File: src/rtl/muldiv_pkg.sv
// Shared definitions for the mult/div sequencer: FSM encoding, op codes and the default iteration count.
package muldiv_pkg;

    localparam int   CYCLES_DEFAULT = 32;
    localparam logic OP_MULT        = 1'b0;
    localparam logic OP_DIV         = 1'b1;

    typedef enum logic [2:0] {
        ST_IDLE  = 3'd0,
        ST_CLEAR = 3'd1,
        ST_RUN   = 3'd2,
        ST_WRITE = 3'd3,
        ST_EXC   = 3'd4
    } state_t;

    // One extra bit lets the counter step past CYCLES-1 without wrapping.
    function automatic int cnt_width(input int cycles);
        return $clog2(cycles) + 1;
    endfunction

endpackage

File: src/rtl/muldiv_cycle_counter.sv
// Iteration counter for the mult/div sequencer with synchronous clear and terminal-count flag.
module muldiv_cycle_counter
    import muldiv_pkg::*;
#(
    parameter int CYCLES = CYCLES_DEFAULT,
    parameter int W      = cnt_width(CYCLES)
) (
    input  logic         clk,
    input  logic         reset,
    input  logic         clear,
    input  logic         enable,
    output logic [W-1:0] count,
    output logic         tc
);

    logic [W-1:0] count_q, count_d;

    always_comb begin
        count_d = count_q;
        if (clear) begin
            count_d = '0;
        end else if (enable) begin
            count_d = count_q + W'(1);
        end
    end

    always_ff @(posedge clk or posedge reset) begin
        if (reset) begin
            count_q <= '0;
        end else begin
            count_q <= count_d;
        end
    end

    assign count = count_q;
    assign tc    = (count_q == W'(CYCLES - 1));

endmodule

File: src/rtl/muldiv_sequencer.sv
// Control FSM that clears, runs and unloads the iterative mult/div unit, flagging divide-by-zero.
module muldiv_sequencer
    import muldiv_pkg::*;
#(
    parameter int CYCLES = CYCLES_DEFAULT
) (
    input  logic clk,
    input  logic reset,
    input  logic start,
    input  logic op,
    input  logic div_zero,
    output logic md_sel,
    output logic md_clear,
    output logic load_hi,
    output logic load_lo,
    output logic busy,
    output logic done,
    output logic exc_div0
);

    localparam int CW = cnt_width(CYCLES);

    state_t        state_q, state_d;
    logic          md_sel_q, md_sel_d;
    logic          cnt_clear, cnt_en;
    logic [CW-1:0] count;
    logic          cnt_tc;

    muldiv_cycle_counter #(
        .CYCLES (CYCLES),
        .W      (CW)
    ) u_cnt (
        .clk    (clk),
        .reset  (reset),
        .clear  (cnt_clear),
        .enable (cnt_en),
        .count  (count),
        .tc     (cnt_tc)
    );

    always_comb begin
        state_d   = state_q;
        md_sel_d  = md_sel_q;
        cnt_clear = 1'b0;
        cnt_en    = 1'b0;
        case (state_q)
            ST_IDLE: begin
                if (start) begin
                    md_sel_d = op;
                    state_d  = ST_CLEAR;
                end
            end
            ST_CLEAR: begin
                cnt_clear = 1'b1;
                state_d   = ST_RUN;
            end
            ST_RUN: begin
                cnt_en = 1'b1;
                // The unit only reports a zero divisor reliably in the first iteration.
                if ((count == '0) && (md_sel_q == OP_DIV) && div_zero) begin
                    state_d = ST_EXC;
                end else if (cnt_tc) begin
                    state_d = ST_WRITE;
                end
            end
            ST_WRITE: state_d = ST_IDLE;
            ST_EXC:   state_d = ST_IDLE;
            default:  state_d = ST_IDLE;
        endcase
    end

    always_ff @(posedge clk or posedge reset) begin
        if (reset) begin
            state_q  <= ST_IDLE;
            md_sel_q <= OP_MULT;
        end else begin
            state_q  <= state_d;
            md_sel_q <= md_sel_d;
        end
    end

    assign md_sel   = md_sel_q;
    assign md_clear = (state_q == ST_CLEAR);
    assign load_hi  = (state_q == ST_WRITE);
    assign load_lo  = (state_q == ST_WRITE);
    assign done     = (state_q == ST_WRITE);
    assign exc_div0 = (state_q == ST_EXC);
    assign busy     = (state_q != ST_IDLE);

endmodule

File: config.mk
export PLATFORM = sky130hd
export DESIGN_NAME = muldiv_sequencer
export DESIGN_NICKNAME = d
export VERILOG_FILES = /design/src/rtl/muldiv_pkg.sv /design/src/rtl/muldiv_cycle_counter.sv /design/src/rtl/muldiv_sequencer.sv
export SDC_FILE = /design/constraint.sdc
export NUM_CORES = 1
export LEC_CHECK = 0
export ABC_AREA = 1
export ABC_CLOCK_PERIOD_IN_PS = 2300
export BUFFER_PORTS_ARGS = -buffer_cell sky130_fd_sc_hd__buf_2
export CORE_AREA = 4 4 54 56
export DETAILED_ROUTE_END_ITERATION = 8
export DIE_AREA = 0 0 58 60
export PLACE_DENSITY = 0.46
export SLEW_MARGIN = 5
export SYNTH_ARGS = -nofsm -noshare
export SYNTH_HDL_FRONTEND = slang
export SYNTH_SLANG_ARGS = --single-unit
File: constraint.sdc
create_clock -name clk -period 2.3 [get_ports clk]
set_input_delay 0.46 -clock clk [delete_from_list [all_inputs] [get_ports clk]]
set_output_delay 0.46 -clock clk [all_outputs]
set_load 0.05 [all_outputs]
# After elaboration in Yosys (flattened, before gate mapping)
# Cells that the tools add are included.
[word_totals]
reg_bits = 10
input_bits = 5
output_inout_bits = 7
[op_classes]
add_sub_neg = 1
eq_ne = 7
n_mux = 8
n_reduce_logical = 8
[ops]
columns = ["cell", "n"]
rows = [
  ["6-bit two-way mux", 2],
  ["3-bit two-way mux", 3],
  ["3-bit one-hot mux with 3 select lines", 1],
  ["6-bit by 1-bit adder with 6-bit output, second input constant", 1],
  ["3-bit by 2-bit equality test with 1-bit output, second input constant", 2],
  ["6-bit by 5-bit equality test with 1-bit output, second input constant", 1],
  ["6-bit zero test", 1],
  ["2-bit AND reduction", 2],
  ["3-bit by 1-bit equality test with 1-bit output, second input constant", 1],
  ["3-bit equality test, second input constant", 1],
  ["3-bit zero test", 1],
  ["3-bit != test, second input constant", 1],
  ["3-bit nonzero test", 1],
  ["1-bit logical AND", 2],
  ["1-bit two-way mux", 2],
  ["2-bit != test, second input constant", 1],
  ["2-bit nonzero test", 1],
]

# Longest topological paths before layout
# Gate-level depths: netlist (run 1).
[logic_depth]
depth_word = 5
ltp_mapped = 8
mapped_depth_nobuf = 8

# Modules after synthesis
# A second synthesis (run 1) with hierarchy kept.
[unflattened]
cells_unflattened = 81
hier_area_um2 = 595.6
[by_module_without_submodules]
columns = ["mod", "instances", "cells_each", "area_each_um2", "seq_area_each_um2"]
rows = [
  ["muldiv_cycle_counter", 1, 39, 310.3, 150.1],
  ["muldiv_sequencer", 1, 42, 285.3, 100.1],
]

# Worst setup path after synthesis (run 1)
# Ideal clock, no wire load.
[synth_timing]
path_type = "reg2out"
startpoint = "reg state_q[0]"
endpoint = "out exc_div0"
arrival_ns = 1.520
required_time_ns = 1.840
setup_slack_ns = 0.320
path_stages_with_launch = 2
path_cell_list = "dfrtp_1 nor3_1"
[synth_via]
elab_chain_cells = 1
[synth_lines]
columns = ["item", "line", "text"]
rows = [
  ["start: declaration", "muldiv_sequencer.sv:23", "state_t state_q, state_d;"],
  ["start signal: assignment", "muldiv_sequencer.sv:77", "state_q <= state_d;"],
  ["3-bit equality test", "muldiv_sequencer.sv:87", "assign exc_div0 = (state_q == ST_EXC);"],
  ["end: declaration", "muldiv_sequencer.sv:18", "output logic exc_div0"],
]
# Every way passes these cells.

# Worst setup path after layout (run 1)
[layout_timing]
startpoint = "reg state_q[0]"
endpoint = "out busy"
[layout_via]
elab_chain_cells = 1
[layout_lines]
columns = ["item", "line", "text"]
rows = [
  ["3-bit nonzero test", "muldiv_sequencer.sv:88", "assign busy = (state_q != ST_IDLE);"],
  ["end: declaration", "muldiv_sequencer.sv:16", "output logic busy,"],
]
# Every way passes these cells.

==> flow_summary.json, run 1 <==
{
  "syn_to_final_growth_pct": 18.9,
  "num_rows": 18,
  "crit_arrival_ps": 1290,
  "syn_inst": 78,
  "synth_flop_cell": "dfrtp_1",
  "yosys.area.top_type": "dfrtp_1",
  "yosys-top-cells-count": "21 x nand2_1, 12 x inv_1, 10 x dfrtp_1, 9 x nor2_1",
  "wl_um": 1160,
  "fin_crit_ps": 1750,
  "synth_nets": 85,
  "yosys_warnings": 0,
  "dp_hpwl_um": 896,
  "clock_path_buffers": 2,
  "maxCapViolCount": 0,
  "ir_drop_mv": 0.465,
  "tritoncts": "done",
  "clk_pin_slew_ps": 70,
  "synth_edf_count": 0,
  "first_pass_iters": 4,
  "chipWidth_um": 58,
  "fp.dieArea_um2": 3480,
  "synth_area_um2": 582,
  "first_iter_violations": 11,
  "cts_resized": 0,
  "finClkSkew_ps": 1.86,
  "drive_above_1_share": 0.220,
  "grt_pass1_vias": 489,
  "ys_seq_area_frac": 0.430,
  "fp.dieH_um": 60,
  "powerDensity_nw_per_um2": 1320,
  "rsz0062_at_grt": "no",
  "synth_cell_types": 17,
  "crit_path_max_fanout": 5,
  "track_usage": 0.0769,
  "antennaDiodeCount": 0,
  "cellLeakagePower_nw": 0.374,
  "synth-seq-cells": 10,
  "drc": 0,
  "clock_sinks": 10,
  "fmax_ghz": 0.571,
  "crit_required_ps": 1840,
  "hold_class": "in -> async",
  "initial_utilization": 0.239,
  "ctsHoldBuffers": 0,
  "final-hold-violation-count": 0,
  "relSlewSlack": 0.723,
  "synth.most_common_cell": "nand2_1",
  "clock_latency_ps": 260,
  "synthTopCellsByArea": "dfrtp_1 43%, nand2_1 14%, inv_1 7.7%, nor2_1 5.8%, nand3_1 5.2%",
  "antenna_found_initial": 0,
  "cts-root-buf": "clkbuf_4",
  "vias": 515,
  "crit_type": "reg -> out",
  "grt_pass1_wl_um": 1990,
  "worstMarginPinSlew_ps": 413,
  "io_pins": 12,
  "critPathCaptureType": "output port",
  "cts_buffers": 3,
  "overflow": 0,
  "status": "completed",
  "synth-async-reset-ratio": 1.00,
  "ant_nets": 0,
  "core_area_um2": 2430,
  "report.final.slew_viol_count": 0,
  "avgRoutedWirePerCell_um": 9.55,
  "period_share": 0.761,
  "drt-vias-per-instance": 4.26,
  "fin_hold_ws_ps": 159,
  "portBuffers": 11,
  "tns_ps": 0,
  "grt_max_degree": 11,
  "r2r_slack_ps": 930,
  "synth_top_area_frac": 0.430,
  "setup.worst_path.start_class": "flop",
  "post-route-util": 0.284,
  "place_congestion": 0.799,
  "htreeDepth": 1,
  "fin_nets": 99,
  "finalSetupViolCount": 0,
  "syn_avg_cell_area_um2": 7.46,
  "post-cts-setup-buffer-count": 0
}
-- flip-flops by register name (all words and copies together) (netlist names) --
signal       cells
md_sel           1
u_cnt.count      6
state_q          3
-- report_power, final --
| group | internal, mW | switching [mW] |
|---|---|---|
| logic | 0.126 | 0.349 |
| clock network | 0.0961 | 0.0637 |
| registers | 0.227 | 0.0525 |
-- metrics by stage --
| stage | power, mW | cells | worst slack (ps) | instance area, µm² |
|---|---|---|---|---|
| after floorplan | 0.681 | 78 | 320 | 582 |
| after global placement | 0.762 | 117 | 810 | 656 |
| after detailed placement | 0.764 | 117 | 824 | 656 |
| after CTS | 0.928 | 121 | 522 | 692 |
| after global routing | 1.00 | 121 | 438 | 692 |
| final | 0.914 | 121 | 549 | 692 |
-- placed cells by master (no fill, tap or decap) --
master	Yosys	routed
nor3_2	2	2
inv_2	1	1
buf_4	2	1
a21oi_1	1	1
o21ai_1	1	1
nand4_1	1	1
clkbuf_4	0	3
nand3_2	1	1
nand2_1	21	21
nand3b_1	1	1
nand3_1	6	6
dfrtp_1	10	10
buf_2	0	11
clkbuf_8	0	1
nor2_1	9	9
inv_1	12	12
nor3_1	1	1
o21ai_0	6	6
ha_1	2	2
-- worst paths after layout --
kind | start | cells past startpoint | endpoint
worst max-delay path | state_q[0] | 3 | busy
min in group clk | op | 3 | md_sel
worst min register to register | md_sel | 2 | md_sel
worst min-delay path | reset | 2 | u_cnt.count[3]
worst max register to register | state_q[0] | 5 | u_cnt.count[5]
max in group asynchronous | reset | 2 | md_sel
-- critical path, stage by stage, from the launching register on --
cell	delay, ps
dfrtp_1	440
nor3_2	290
inv_1	80
buf_2	220
-- metal layers --
metal  routed length (µm)  share of wire  vias to the layer above  track usage
met5                    0              0                        -            0
met3                   54          0.047                        4       0.0130
met4                   43          0.037                        0       0.0596
met1                  487           0.42                      231       0.0853
met2                  571           0.49                       11        0.131
li1                     -              -                      269            -
-- cell families after synthesis --
group                      count (synthesis)  synth area share
DFF                                       10             0.430
and+or+nand+nor                           42             0.329
adders and majority gates                  2            0.0430
AOI/OAI and AO/OA                          8            0.0688
buffers and inverters                     16             0.129
-- layout make-up --
class,instances,area (µm²)
Timing Repair Buffer,12,62.6
Sequential cell,10,250
Multi-Input combinational cell,52,256
Fill cell,274,1740
Inverter,13,48.8
Clock buffer,4,36.3
Tap cell,30,37.5
(Power assumes the default switching activity.)
==> run 2, diff against run 1 <==
Settings changed: ABC_AREA 1 to 0, ABC_CLOCK_PERIOD_IN_PS 2300 to 1600, PLACE_DENSITY 0.46 to 0.48.
Clock period 2.3 ns to 1.6 ns, I/O delays scaled along.
==> flow_summary.json, run 2 <==
{
  "status": "complete, but fails checks",
  "violations": "setup timing",
  "clock_latency_ps": 280,
  "grt_pass1_wl_um": 2480,
  "fmax_ghz": 0.595,
  "synth-async-reset-ratio": 1.00,
  "ys_seq_area_frac": 0.418,
  "pre_cts_ws_ps": 69.5,
  "final-hold-violation-count": 0,
  "critPathCaptureType": "output port",
  "fin_nets": 89,
  "first_iter_violations": 14,
  "synth_area_um2": 598,
  "design_area_um2": 862,
  "crit_slowest_cell": "dfrtp_2",
  "antenna_found_initial": 0,
  "path_cells": "buf_6, or3_4, buf_8",
  "syn_avg_cell_area_um2": 9.97,
  "ir_drop_mv": 0.786,
  "tritoncts": "done",
  "dpl-instance-area_um2": 717,
  "layout_common_cells": "9 x dfrtp_1, 9 x buf_4, 6 x nand2_1, 6 x buf_6, 5 x buf_2",
  "num-fill-cells": 260,
  "yosys-top-cells-count": "10 x dfrtp_1, 6 x nand2_1, 4 x inv_1",
  "synth_top_area_frac": 0.418,
  "portBuffers": 11,
  "core_area_um2": 2430,
  "syn_inst": 60,
  "relSlewSlack": 0.728,
  "finalNonFillerCells": 111,
  "yosys_warnings": 0,
  "overflow": 0,
  "avgRoutedWirePerCell_um": 13.2,
  "cts-root-buf": "clkbuf_4",
  "crit_path_max_fanout": 5,
  "path_buf_inv": 2,
  "drive_above_1_share": 0.469,
  "setup.worst_path.start_class": "flop",
  "period_share": 1.05,
  "synth-seq-cells": 10,
  "clock_path_buffers": 2,
  "crit_family": "flip-flops",
  "grt_pass1_vias": 547,
  "fp.dieH_um": 60,
  "initial_utilization": 0.246,
  "largest_reg_flops": 6,
  "maxCapViolCount": 0,
  "first_pass_iters": 4,
  "finalSetupViolCount": 2,
  "hold_class": "in -> async",
  "yosys.area.top_type": "dfrtp_1",
  "num_rows": 18,
  "synth_edf_count": 0,
  "drt-vias-per-instance": 4.75,
  "drc": 0,
  "wl_um": 1460,
  "crit_type": "reg -> out",
  "tns_ps": -151,
  "dp.cells": 101,
  "worstMarginPinSlew_ps": 408,
  "fin_hold_ws_ps": 14.1,
  "ant_nets": 0,
  "finClkSkew_ps": 6.15,
  "rsz0062_at_grt": "yes",
  "synthTopCellsByArea": "dfrtp_1 42%, mux2i_1 5.0%, ha_1 4.2%, nand2_1 3.8%, nor3b_1 3.8%",
  "fp.dieArea_um2": 3480,
  "crit_required_ps": 1280,
  "cellLeakagePower_nw": 0.426,
  "vias": 527,
  "grt_max_degree": 11,
  "synth.most_common_cell": "dfrtp_1",
  "syn_to_final_growth_pct": 44.1,
  "powerDensity_nw_per_um2": 1820,
  "power.total_mw": 1.57,
  "chipWidth_um": 58,
  "io_pins": 12,
  "clock_sinks": 10,
  "htreeDepth": 1,
  "fin_crit_ps": 1680,
  "track_usage": 0.0975,
  "clk_pin_slew_ps": 70,
  "cts_buffers": 3,
  "report.final.slew_viol_count": 0,
  "synth_cell_types": 31,
  "crit_arrival_ps": 1360,
  "place_congestion": 0.775,
  "post-route-util": 0.354,
  "synth_nets": 67,
  "dp_hpwl_um": 1020,
  "antennaDiodeCount": 0,
  "synth_flop_cell": "dfrtp_1",
  "layout_setup_ws_ps": -80.4,
  "critPathMaxStageDelay_ps": 450
}
[run 2: cell count changes in the layout (fill, tap and decap cells not counted), moves of 3 or more]
cell,before,now
buf_2,11,5
buf_4,1,9
buf_6,0,6
inv_1,12,3
mux2i_1,0,3
nand2_1,21,6
nand3_1,6,0
nor2_1,9,1
o21ai_0,6,3
[run 2: kinds of logic (layout without fill, tap and decap cells)]
logic type / count (synthesis) / count (layout) / share of synthesized area
simple gates: 23 / 23 / 0.266
compound gates: 11 / 11 / 0.117
flops: 10 / 10 / 0.418
buf+inv: 10 / 31 / 0.0878
mux: 4 / 4 / 0.0690
fa+ha+maj: 2 / 2 / 0.0418
[run 2: per-layer routing]
layer / vias up / global-route usage / part of all wire
li1: 253 / - / -
met1: 252 / 0.106 / 0.43
met3: 5 / 0.0238 / 0.052
met2: 17 / 0.161 / 0.48
met5: - / 0 / 0
met4: 0 / 0.0795 / 0.039
[run 2: layout make-up]
type | count | area [µm²] | area share
clock buffer | 4 | 36.3 | 0.0421
inverter | 5 | 21.3 | 0.0247
multi-input combinational | 40 | 325 | 0.377
sequential | 10 | 251 | 0.292
tap | 30 | 37.5 | 0.0435
timing repair buffer | 22 | 190 | 0.221
[run 2: what timing repair did]
item                       CTS  global route
gates cloned                 0             0
setup endpoints to repair    6             5
hold buffers                 0             0
gates resized for setup     20             1
buffers inserted             6             0
pin swaps                    2             2
[run 2: where the power goes]
| part | leakage [nW] | internal [mW] | switching, mW |
|---|---|---|---|
| Sequential | 0.131 | 0.326 | 0.0861 |
| Clock | 0.0210 | 0.139 | 0.100 |
| Combinational | 0.274 | 0.420 | 0.502 |
[run 2: worst paths after layout]
check	from	to	slack (ps)	cells past startpoint
worst max register to register	u_cnt.count[0]	state_q[1]	80	5
worst min-delay path	reset	u_cnt.count[3]	10	2
min in group clk	op	md_sel	270	2
max in group asynchronous	reset	state_q[1]	1280	2
worst min register to register	u_cnt.count[5]	u_cnt.count[5]	510	1
worst max-delay path	state_q[1]	busy	-80	3
